===== config.mk =====
export PLATFORM = sky130hd
export DESIGN_NAME = adc_sample_ctrl_flat
export DESIGN_NICKNAME = d
export VERILOG_FILES = /design/src/rtl/buck_pkg.sv /design/src/rtl/adc_sample_ctrl_if.sv /design/src/rtl/err_quantizer.sv /design/src/rtl/adc_sample_ctrl.sv /design/src/flat_wrapper.sv
export SDC_FILE = /design/constraint.sdc
export NUM_CORES = 1
export LEC_CHECK = 0
export ABC_AREA = 1
export BUFFER_PORTS_ARGS = -buffer_cell sky130_fd_sc_hd__buf_4
export CORE_MARGIN = 10
export CORE_UTILIZATION = 55
export DETAILED_ROUTE_END_ITERATION = 7
export PLACE_DENSITY = 0.74
export SYNTH_ARGS = -nofsm -noshare
export SYNTH_HDL_FRONTEND = slang
export SYNTH_SLANG_ARGS = --single-unit

===== constraint.sdc =====
create_clock -name clk -period 1.8 [get_ports clk]
set_input_delay 0.36 -clock clk [delete_from_list [all_inputs] [get_ports clk]]
set_output_delay 0.36 -clock clk [all_outputs]
set_load 0.01 [all_outputs]

===== src/rtl/buck_pkg.sv =====
// Shared types and constants for the buck converter control loop blocks.
package buck_pkg;

    localparam int ERR_W   = 4;
    localparam int ERR_MAX = 4;
    localparam int ADC_W   = 8;

    typedef enum logic [1:0] {
        ST_IDLE   = 2'd0,
        ST_ARMED  = 2'd1,
        ST_WAIT   = 2'd2,
        ST_ENCODE = 2'd3
    } state_t;

    typedef logic signed [ERR_W-1:0] err_code_t;

endpackage


===== src/rtl/adc_sample_ctrl_if.sv =====
// ADC handshake, loop enable and error-code bundle of the sampling controller.
interface adc_sample_ctrl_if;
    import buck_pkg::*;

    logic             en;
    logic             adc_done;
    logic [ADC_W-1:0] adc_data;
    logic             adc_start;
    logic             period_sync;
    err_code_t        err_code;
    logic             err_valid;
    logic             fault;
    logic [7:0]       fault_cnt;

    // Controller side
    modport master (
        input  en, adc_done, adc_data,
        output adc_start, period_sync, err_code, err_valid, fault, fault_cnt
    );

    // ADC / loop environment side
    modport slave (
        output en, adc_done, adc_data,
        input  adc_start, period_sync, err_code, err_valid, fault, fault_cnt
    );

endinterface


===== src/rtl/err_quantizer.sv =====
// Combinational quantizer: ((REF + 2) - sample) >>> 2, saturated to +/-ERR_MAX.
module err_quantizer
    import buck_pkg::*;
#(
    parameter int REF = 128
) (
    input  logic [ADC_W-1:0] adc_data,
    output err_code_t        err_code
);

    localparam logic signed [9:0] BIAS     = 10'(REF + 2);
    localparam logic signed [9:0] Q_MAX    = 10'(ERR_MAX);
    localparam err_code_t         CODE_MAX = ERR_W'(ERR_MAX);
    localparam err_code_t         CODE_MIN = ERR_W'(-ERR_MAX);

    logic signed [9:0] diff;
    logic signed [9:0] quo;

    // Subtract, floor-divide by 4, clamp to the code range
    always_comb begin
        diff = BIAS - $signed({2'b00, adc_data});
        quo  = diff >>> 2;
        if (quo > Q_MAX) begin
            err_code = CODE_MAX;
        end else if (quo < -Q_MAX) begin
            err_code = CODE_MIN;
        end else begin
            err_code = quo[ERR_W-1:0];
        end
    end

endmodule


===== src/rtl/adc_sample_ctrl.sv =====
// Per-period ADC sampling controller: timebase, conversion handshake,
// error quantization and timeout fault counting.
module adc_sample_ctrl
    import buck_pkg::*;
#(
    parameter int PERIOD    = 64,
    parameter int SAMPLE_PT = 32,
    parameter int TIMEOUT   = 16,
    parameter int REF       = 128
) (
    input  logic               clk,
    input  logic               rst,
    adc_sample_ctrl_if.master  bus
);

    state_t           state_q, state_d;
    logic [7:0]       cnt_q, cnt_d;
    logic [7:0]       wait_q, wait_d;
    logic [7:0]       fault_cnt_q, fault_cnt_d;
    logic [ADC_W-1:0] sample_q, sample_d;
    logic             adc_start_q, adc_start_d;
    logic             period_sync_q, period_sync_d;
    logic             err_valid_w;
    logic             fault_w;
    logic             done_ok;
    logic             expire;
    err_code_t        code_w;

    assign done_ok = (state_q == ST_WAIT) && bus.en && bus.adc_done;
    assign expire  = (state_q == ST_WAIT) && bus.en && !bus.adc_done
                     && (wait_q == 8'(TIMEOUT));

    // State register and datapath flops
    always_ff @(posedge clk or posedge rst) begin
        if (rst) begin
            state_q       <= ST_IDLE;
            cnt_q         <= '0;
            wait_q        <= '0;
            fault_cnt_q   <= '0;
            sample_q      <= ADC_W'(REF);
            adc_start_q   <= 1'b0;
            period_sync_q <= 1'b0;
        end else begin
            state_q       <= state_d;
            cnt_q         <= cnt_d;
            wait_q        <= wait_d;
            fault_cnt_q   <= fault_cnt_d;
            sample_q      <= sample_d;
            adc_start_q   <= adc_start_d;
            period_sync_q <= period_sync_d;
        end
    end

    // Next-state logic; dropping en aborts from any state
    always_comb begin
        state_d = state_q;
        if (!bus.en) begin
            state_d = ST_IDLE;
        end else begin
            unique case (state_q)
                ST_IDLE:   state_d = ST_ARMED;
                ST_ARMED:  if (cnt_q == 8'(SAMPLE_PT)) state_d = ST_WAIT;
                ST_WAIT: begin
                    if (bus.adc_done) begin
                        state_d = ST_ENCODE;
                    end else if (wait_q == 8'(TIMEOUT)) begin
                        state_d = ST_ARMED;
                    end
                end
                ST_ENCODE: state_d = ST_ARMED;
                default:   state_d = ST_IDLE;
            endcase
        end
    end

    // FSM outputs: registered start request, strobe while in ENCODE, timeout pulse
    always_comb begin
        adc_start_d = (state_q == ST_ARMED) && bus.en && (cnt_q == 8'(SAMPLE_PT));
        err_valid_w = (state_q == ST_ENCODE);
        fault_w     = expire;
    end

    // Period/wait counters, sample capture, saturating fault count
    always_comb begin
        if (!bus.en || cnt_q == 8'(PERIOD - 1)) begin
            cnt_d = '0;
        end else begin
            cnt_d = cnt_q + 8'd1;
        end
        wait_d        = (state_q == ST_WAIT) ? wait_q + 8'd1 : '0;
        sample_d      = done_ok ? bus.adc_data : sample_q;
        fault_cnt_d   = (expire && fault_cnt_q != '1) ? fault_cnt_q + 8'd1 : fault_cnt_q;
        period_sync_d = bus.en && (cnt_q == '0);
    end

    // err_code is decoded from the held sample; resetting the sample to REF
    // makes the reset code 0 and keeps the code stable between strobes.
    err_quantizer #(.REF(REF)) u_quant (
        .adc_data (sample_q),
        .err_code (code_w)
    );

    assign bus.adc_start   = adc_start_q;
    assign bus.period_sync = period_sync_q;
    assign bus.err_code    = code_w;
    assign bus.err_valid   = err_valid_w;
    assign bus.fault       = fault_w;
    assign bus.fault_cnt   = fault_cnt_q;

endmodule


===== src/flat_wrapper.sv =====
// flat-port wrapper written by rule: the top's interface ports become plain ports
module adc_sample_ctrl_flat import buck_pkg::*;
#(
    parameter int PERIOD    = 64,
    parameter int SAMPLE_PT = 32,
    parameter int TIMEOUT   = 16,
    parameter int REF       = 128
)
  (clk, rst, bus_en, bus_adc_done, bus_adc_data, bus_adc_start, bus_period_sync, bus_err_code, bus_err_valid, bus_fault, bus_fault_cnt);
  adc_sample_ctrl_if bus_i ();
  input  logic clk;
  input  logic rst;
  input wire logic [$bits(bus_i.en)-1:0] bus_en;
  input wire logic [$bits(bus_i.adc_done)-1:0] bus_adc_done;
  input wire logic [$bits(bus_i.adc_data)-1:0] bus_adc_data;
  output wire logic [$bits(bus_i.adc_start)-1:0] bus_adc_start;
  output wire logic [$bits(bus_i.period_sync)-1:0] bus_period_sync;
  output wire logic [$bits(bus_i.err_code)-1:0] bus_err_code;
  output wire logic [$bits(bus_i.err_valid)-1:0] bus_err_valid;
  output wire logic [$bits(bus_i.fault)-1:0] bus_fault;
  output wire logic [$bits(bus_i.fault_cnt)-1:0] bus_fault_cnt;
  assign bus_i.en = bus_en;
  assign bus_i.adc_done = bus_adc_done;
  assign bus_i.adc_data = bus_adc_data;
  assign bus_adc_start = bus_i.adc_start;
  assign bus_period_sync = bus_i.period_sync;
  assign bus_err_code = bus_i.err_code;
  assign bus_err_valid = bus_i.err_valid;
  assign bus_fault = bus_i.fault;
  assign bus_fault_cnt = bus_i.fault_cnt;
  adc_sample_ctrl #(.PERIOD(PERIOD), .SAMPLE_PT(SAMPLE_PT), .TIMEOUT(TIMEOUT), .REF(REF)) u_core (.clk(clk), .rst(rst), .bus(bus_i));
endmodule

==> results.txt, run 1 <==
----------------------------------------------------
[Setup path]
  Critical path endpoint category ... primary output
  Ordered cell list for the critical path ... nor2_2 -> nand3_2 -> nand2_2 -> inv_2 -> nand2_2 -> nand2_2 -> a21oi_2 -> buf_4
  Setup slack of the most critical reg-to-reg path ... 290 ps
  Arrival time worst endpoint ... 1540 ps
  Class of the most critical setup path ... reg -> out
  CP most frequent cell ... sky130_fd_sc_hd__nand2_2
  Worst-path fanout max ... 3
  Req. time, crit path ... 1440 ps
  Critical Path Source Type ... flop
  Crit-path max cell delay ... 430 ps
  Slowest cell on crit path ... sky130_fd_sc_hd__dfrtp_1

[Global routing]
  Global Route Usage Sum ... 13.4%
  Overflow left after global routing ... 0
  Global-route wire length before repair ... 6.76 mm
  Met3 Use GR ... 3.94%
  Initial antenna violation count ... 0
  Met2 usage ... 23.7%
  Largest net degree at the start of global routing ... 37
  Met1 GRT Util ... 14.4%
  Via count of the first global-routing pass ... 1584
  Most crowded layer after global routing ... met2

[STA]
  Min cycle time layout ... 1900 ps
  Pin slew with the least headroom to its limit ... 454 ps
  Maximum clock frequency ... 0.527 GHz
  Final setup skew ... 14.0 ps
  Final setup slack of the worst path ... -99.3 ps
  Final hold violations ... 0
  Count of endpoints failing setup in the final report ... 4
  Max-slew violation count ... 0
  Post-route fraction of the period consumed by the critical path ... 106%
  Headroom to the max-slew limit ... 69.8%
  Setup repair after global routing missed its margin ... true

[Detailed routing]
  Routed length per instance ... 12.3 µm
  Drc violations ... 0
  Total via count in the routed design ... 1665
  DR iter-0 viols ... 78
  DRT Wirelength ... 4.07 mm
  1st-pass router iterations ... 4
  Post-DR vias/cell ... 5.02
  Antenna violation net count after detailed routing ... 0

[Power and ir drop]
  Total power ... 0.00267 W
  Leakage Power ... 1.18 nW
  Power density over cell area ... 1130 nW/µm²
  Maximum vdd ir drop ... 0.682 mV

[Outcome]
  Run status ... complete, but fails checks
  Violated checks ... setup timing

[Clocking]
  Clock tree root driver cell ... sky130_fd_sc_hd__clkbuf_4
  TritonCTS clock tree ... built
  Inserted Clock Buffers ... 5
  Deepest clock path buffer count ... 2
  Sinks on Clock Net ... 36
  Later-pin clock latency in the skew report ... 350 ps
  Clock slew seen by the registers of the worst setup and hold paths ... 120 ps
  Level count of the clock H-tree ... 2

[Synth]
  Netlist area before placement ... 1910 µm²
  Synth warn ... 0
  Sequential cell area fraction in the yosys report ... 47.2%
  Area leader, netlist ... sky130_fd_sc_hd__dfrtp_1
  Count of unique library cells instantiated by Yosys ... 29
  Post-synthesis register bit count ... 36
  Most used flip-flop cell after synthesis ... sky130_fd_sc_hd__dfrtp_1
  Number of enable flip-flop cells after synthesis ... 0
  Count of mapped cells out of synthesis ... 246
  Avg Synthesized Cell Area ... 7.76 µm²
  Share of flip-flops with an asynchronous set or reset after synthesis ... 100%
  Share of the synthesized area in the top cell type ... 45.9%
  Mapped Nets ... 263
  Leading cell types by total area after synthesis ... sky130_fd_sc_hd__dfrtp_1 46%, sky130_fd_sc_hd__nand2_1 14%, sky130_fd_sc_hd__nor2_1 6.3%

[Placed design]
  Last weighted congestion value of the routability-driven placer ... 0.841
  Cell area after placement ... 2180 µm²
  Worst setup slack after placement ... 253 ps
  # port buffers ... 27
  DP Wirelength ... 2.91 mm

[Final layout]
  Syn-to-layout area delta ... 23.7%
  NumNets Final ... 302
  Number of diodes ... 0
  Design area ... 2360 µm²
  Fraction of layout cells with a size suffix above 1 ... 26.6%

[Die]
  Starting utilization of the core area ... 57.2%
  # rows ... 21
  Die height ... 78.9 µm
  Placeable core region ... 3340 µm²
  Die Area ... 6230 µm²
  IO Count ... 28
  Die boundary width ... 78.9 µm

[Min path]
  Worst min-delay path class ... in -> async

[Flow run]
  Number of max-cap violations ... 0

----------------------------------------------------
metrics by stage:
step           instances  TNS (ps)  utilization [%]  hold slack, ps
2_1_floorplan        246         0                -             453
3_3_place_gp         320         0             65.2             468
3_5_place_dp         320         0             65.2             482
4_1_cts              332      -443             69.0             108
5_1_grt              332      -790             70.8             116
6_report             332      -275             70.8            99.5
synthesized netlist by cell type, types with 2 or more instances:
| cell type | number |
|---|---|
| sky130_fd_sc_hd__nand2_1 | 73 |
| sky130_fd_sc_hd__dfrtp_1 | 35 |
| sky130_fd_sc_hd__nor2_1 | 32 |
| sky130_fd_sc_hd__inv_1 | 29 |
| sky130_fd_sc_hd__nand3_1 | 22 |
| sky130_fd_sc_hd__a21oi_1 | 6 |
| sky130_fd_sc_hd__o21ai_0 | 6 |
| sky130_fd_sc_hd__ha_1 | 5 |
| sky130_fd_sc_hd__xor2_1 | 5 |
| sky130_fd_sc_hd__nor3_1 | 4 |
| sky130_fd_sc_hd__o21ai_1 | 4 |
| sky130_fd_sc_hd__nand4_1 | 3 |
| sky130_fd_sc_hd__nor3b_1 | 3 |
| sky130_fd_sc_hd__inv_2 | 2 |
| sky130_fd_sc_hd__nor2_2 | 2 |
| sky130_fd_sc_hd__xnor2_1 | 2 |
logic make-up after synthesis:
kind of cell | Yosys count | synth area share, %
AND/OR/NAND/NOR | 146 | 34.1
flip-flops | 36 | 47.2
buffers and inverters | 33 | 6.68
AO/OA/AOI/OAI | 19 | 5.44
XOR/XNOR | 7 | 3.21
adder cells (fa/ha/maj) | 5 | 3.28
final timing paths:
check                                        start                 endpoint  cells after the start
max                             u_core.sample_q[2]          bus_err_code[0]                      8
min                                            rst       u_core.sample_q[4]                      3
max reg2reg                u_core.bus.fault_cnt[0]  u_core.bus.fault_cnt[2]                      7
min reg2reg                       u_core.wait_q[0]         u_core.wait_q[0]                      1
max in group asynchronous                      rst       u_core.sample_q[7]                      3
min in group clk                   bus_adc_data[1]       u_core.sample_q[1]                      3
layer usage:
metal / vias to the layer above / part of all wire, %
met4: 0 / 1.9
met2: 38 / 50
met5: - / 0
met1: 764 / 43
met3: 8 / 4.8
li1: 855 / -
placed cells by master, fill, tap and decap left out, drive strengths merged, types with 5 or more instances in the layout:
cell type	Yosys	layout
a21oi	6	6
o21ai	11	11
dfrtp	35	35
inv	31	31
nor3	6	6
nand3	24	24
clkbuf	0	6
ha	5	5
buf	1	33
xor2	5	5
nor2	34	34
nand2	74	74
report_power, final:
group / total, W / switching (W) / internal (W)
sequential: 0.00105 / 0.000106 / 0.000939
combinational: 0.00106 / 0.000599 / 0.000458
clock: 0.000570 / 0.000279 / 0.000291
final cells by class:
class	instances	area, µm²
fillers	265	976
multi-input cells	177	950
flip-flops and latches	36	902
repair buffers	33	255
inverters	32	120
well taps	46	57.6
clock buffers	6	41.3
clock inverters	2	35.0
sequential cells by signal, summed over array words and instances (netlist names):
register,flops
u_core.bus.fault_cnt,8
u_core.wait_q,8
u_core.bus.adc_start,1
u_core.state_q,2
u_core.bus.period_sync,1
u_core.cnt_q,8
u_core.sample_q,8
critical path: cells and delay by family, from the launching register on:
| kind | cells | cell delay, ps |
|---|---|---|
| flip-flops | 1 | 430 |
| buffers and inverters | 2 | 170 |
| AO/OA/AOI/OAI | 1 | 110 |
| AND/OR/NAND/NOR | 5 | 480 |
what timing repair did:
item,4_1_cts,5_1_grt
hold buffers,0,0
setup endpoints to repair,4,5
buffers inserted,4,1
pin swaps,5,8
resized for setup,6,21
No activity file was read; power rests on OpenSTA's default activity.
==> inputs of run 2 (changes only) <==
Settings changed: PLACE_DENSITY 0.74 to not set, PLACE_DENSITY_LB_ADDON set to 0.25, SLEW_MARGIN set to 20.
==> run 2 against run 1 <==
Effect of this change:
- the flow still finishes with violations (setup timing)
- fmax up 0.40%
- count of clock-buffer cells in the layout up 2
- sequential power about the same
- worst setup slack better by 7.6 ps
- non-clock buffer count up 8
- flip-flop and latch count unchanged
- cell count up 2.4%
- critical path type unchanged
- critical endpoint is now bus_err_code[1]
==> results.txt, run 2 (synthesis results as in run 1) <==
----------------------------------------------------
[Global routing]
  Via count of the first global-routing pass ... 1625 (+2.6%)
  Global-route wire length before repair ... 6.93 mm (+2.6%)
  Initial antenna violation count ... 0 (unchanged)
  Overflow left after global routing ... 0 (unchanged)
  Largest net degree at the start of global routing ... 37 (unchanged)
  Global Route Usage Sum ... 13.5% (+0.097 points)

[Detailed routing]
  DR iter-0 viols ... 71 (-9.0%)
  Post-DR vias/cell ... 5.04 (+0.46%)
  Routed length per instance ... 11.9 µm (-2.6%)
  1st-pass router iterations ... 4 (unchanged)
  DRT Wirelength ... 4.06 mm (-0.27%)
  Antenna violation net count after detailed routing ... 0 (unchanged)
  Total via count in the routed design ... 1713 (+2.9%)
  Drc violations ... 0 (unchanged)

[Setup path]
  Critical Path Source Type ... flop
  Arrival time worst endpoint ... 1530 ps (about the same)
  Critical path endpoint category ... primary output
  Destination of the worst register-to-register timing path ... u_core.bus.fault_cnt[6]
  Destination of the critical timing path ... bus_err_code[1]
  Req. time, crit path ... 1440 ps (about the same)
  Origin of the critical flop-to-flop path ... u_core.bus.fault_cnt[0]
  Class of the most critical setup path ... reg -> out
  Depth of the worst register-to-register path ... 7 (unchanged)
  Crit path launch ... u_core.sample_q[2]
  Worst-path fanout max ... 3 (unchanged)
  Setup slack of the most critical reg-to-reg path ... 280 ps (about the same)

[Power and ir drop]
  Leakage Power ... 1.20 nW (+2.1%)
  Power density over cell area ... 1080 nW/µm² (-4.5%)
  Maximum vdd ir drop ... 0.610 mV (-11%)

[STA]
  Count of endpoints failing setup in the final report ... 3 (-1)
  Minimum hold slack ... 103 ps (+3.64 ps)
  Post-route fraction of the period consumed by the critical path ... 105% (-0.42 points)
  Final setup skew ... 13.6 ps (-0.345 ps)
  Pin slew with the least headroom to its limit ... 446 ps (-7.25 ps)
  Maximum clock frequency ... 0.529 GHz (+0.40%)
  Final hold violations ... 0 (unchanged)
  Setup repair after global routing missed its margin ... true
  Min cycle time layout ... 1890 ps (-7.59 ps)
  Headroom to the max-slew limit ... 70.2% (+0.48 points)
  Final setup slack of the worst path ... -91.7 ps (+7.59 ps)
  Max-slew violation count ... 0 (unchanged)

[Clocking]
  Clock tree root driver cell ... sky130_fd_sc_hd__clkbuf_4
  Clock slew seen by the registers of the worst setup and hold paths ... 120 ps (about the same)
  Deepest clock path buffer count ... 2 (unchanged)
  Later-pin clock latency in the skew report ... 340 ps (about the same)
  Number of buffers added to fix hold violations after cts ... 0 (unchanged)
  Sinks on Clock Net ... 36 (unchanged)
  Inserted Clock Buffers ... 5 (unchanged)
  Level count of the clock H-tree ... 2 (unchanged)
  TritonCTS clock tree ... built

[Placed design]
  Last weighted congestion value of the routability-driven placer ... 0.859 (+2.1%)
  Post-Place Cells ... 320 (unchanged)
  # port buffers ... 27 (unchanged)
  DP Wirelength ... 2.84 mm (-2.3%)

[Die]
  Starting utilization of the core area ... 57.2% (unchanged)
  Placeable core region ... 3340 µm² (unchanged)
  Die height ... 78.9 µm (unchanged)
  Die Area ... 6230 µm² (unchanged)
  # rows ... 21 (unchanged)
  Die boundary width ... 78.9 µm (unchanged)
  IO Count ... 28 (unchanged)

[Final layout]
  Number of standard cells in the layout, taps in and fillers out ... 340 (+2.4%)
  Number of diodes ... 0 (unchanged)
  Utilization after layout ... 71.3% (+0.56 points)
  NumNets Final ... 310 (+2.6%)
  Fraction of layout cells with a size suffix above 1 ... 26.5% (-0.043 points)
  Most common library cell in the layout ignoring fill and taps ... sky130_fd_sc_hd__nand2_1
  Syn-to-layout area delta ... 24.6%
  Most frequent cells in the layout ... 65 x sky130_fd_sc_hd__nand2_1, 40 x sky130_fd_sc_hd__buf_4, 35 x sky130_fd_sc_hd__dfrtp_1

[Min path]
  Worst min-delay path class ... in -> async

[Flow run]
  Number of max-cap violations ... 0 (unchanged)

[Outcome]
  Violated checks ... setup timing
  Run status ... complete, but fails checks

----------------------------------------------------
[run 2: changes by cell type in the layout (fill, tap and decap cells not counted), sizes merged]
| cell | change |
|---|---|
| clkinv | -1 |
| bufinv | -1 |
| buf | +8 |
| clkbuf | +2 |
[run 2: routing by layer]
metal  vias to the layer above  global-route usage, %  wire, µm  share of wire [%]
met3                         4                   4.73       184                4.5
met2                        29                   22.6      2030                 50
met5                         -                      0         0                  0
met1                       808                   15.9      1810                 45
li1                        872                      -         -                  -
met4                         0                   3.76        37               0.91
[run 2: layout make-up]
cell class                 instances  area (µm²)
fill                             281         957
multi-input combinational        177         930
sequential                        36         902
timing repair buffer              41         312
inverter                          32         120
clock buffer                       8        58.8
tap                               46        57.6
[run 2: how the worst min path moves through the flow]
stage / from / end / cells past startpoint
finish: rst / u_core.bus.fault_cnt[4] / 3
global route: rst / u_core.bus.fault_cnt[2] / 3
CTS: rst / u_core.bus.fault_cnt[7] / 3
detailed placement: u_core.wait_q[0] / u_core.wait_q[0] / 1
global placement: u_core.wait_q[0] / u_core.wait_q[0] / 1
floorplan: u_core.wait_q[0] / u_core.wait_q[0] / 1
[run 2: critical path, stage by stage, from the launching register on]
cell and delay, ps:
sky130_fd_sc_hd__dfrtp_1 420, sky130_fd_sc_hd__nor2_2 140, sky130_fd_sc_hd__nand2_1 90, sky130_fd_sc_hd__nand2_2 80
sky130_fd_sc_hd__nand3_1 90, sky130_fd_sc_hd__nand2_2 90, sky130_fd_sc_hd__nand2_2 60, sky130_fd_sc_hd__a21oi_2 90
sky130_fd_sc_hd__buf_4 130
[run 2: what timing repair did]
action | in CTS | in global routing
endpoints found under the setup margin | 4 | 4
gates resized for setup | 12 | 8
buffers inserted | 11 | 1
pin swaps | 8 | 6
[run 2: through the flow]
step           total power [W]  area, µm²  setup TNS (ps)  worst slack (ps)
3_3_place_gp           0.00179       2180               0               286
4_1_cts                0.00250       2350            -198             -77.6
6_report               0.00257       2380            -196             -91.7
3_5_place_dp           0.00182       2180               0               238
2_1_floorplan          0.00157       1910               0               296
5_1_grt                0.00278       2380            -701              -214
[run 2: report_power, final]
| group | leakage, nW | switching, W | internal [W] |
|---|---|---|---|
| clock network | 0.0326 | 0.000263 | 0.000193 |
| registers | 0.481 | 0.0000953 | 0.000940 |
| logic | 0.688 | 0.000596 | 0.000486 |
| total | 1.20 | 0.000954 | 0.00162 |
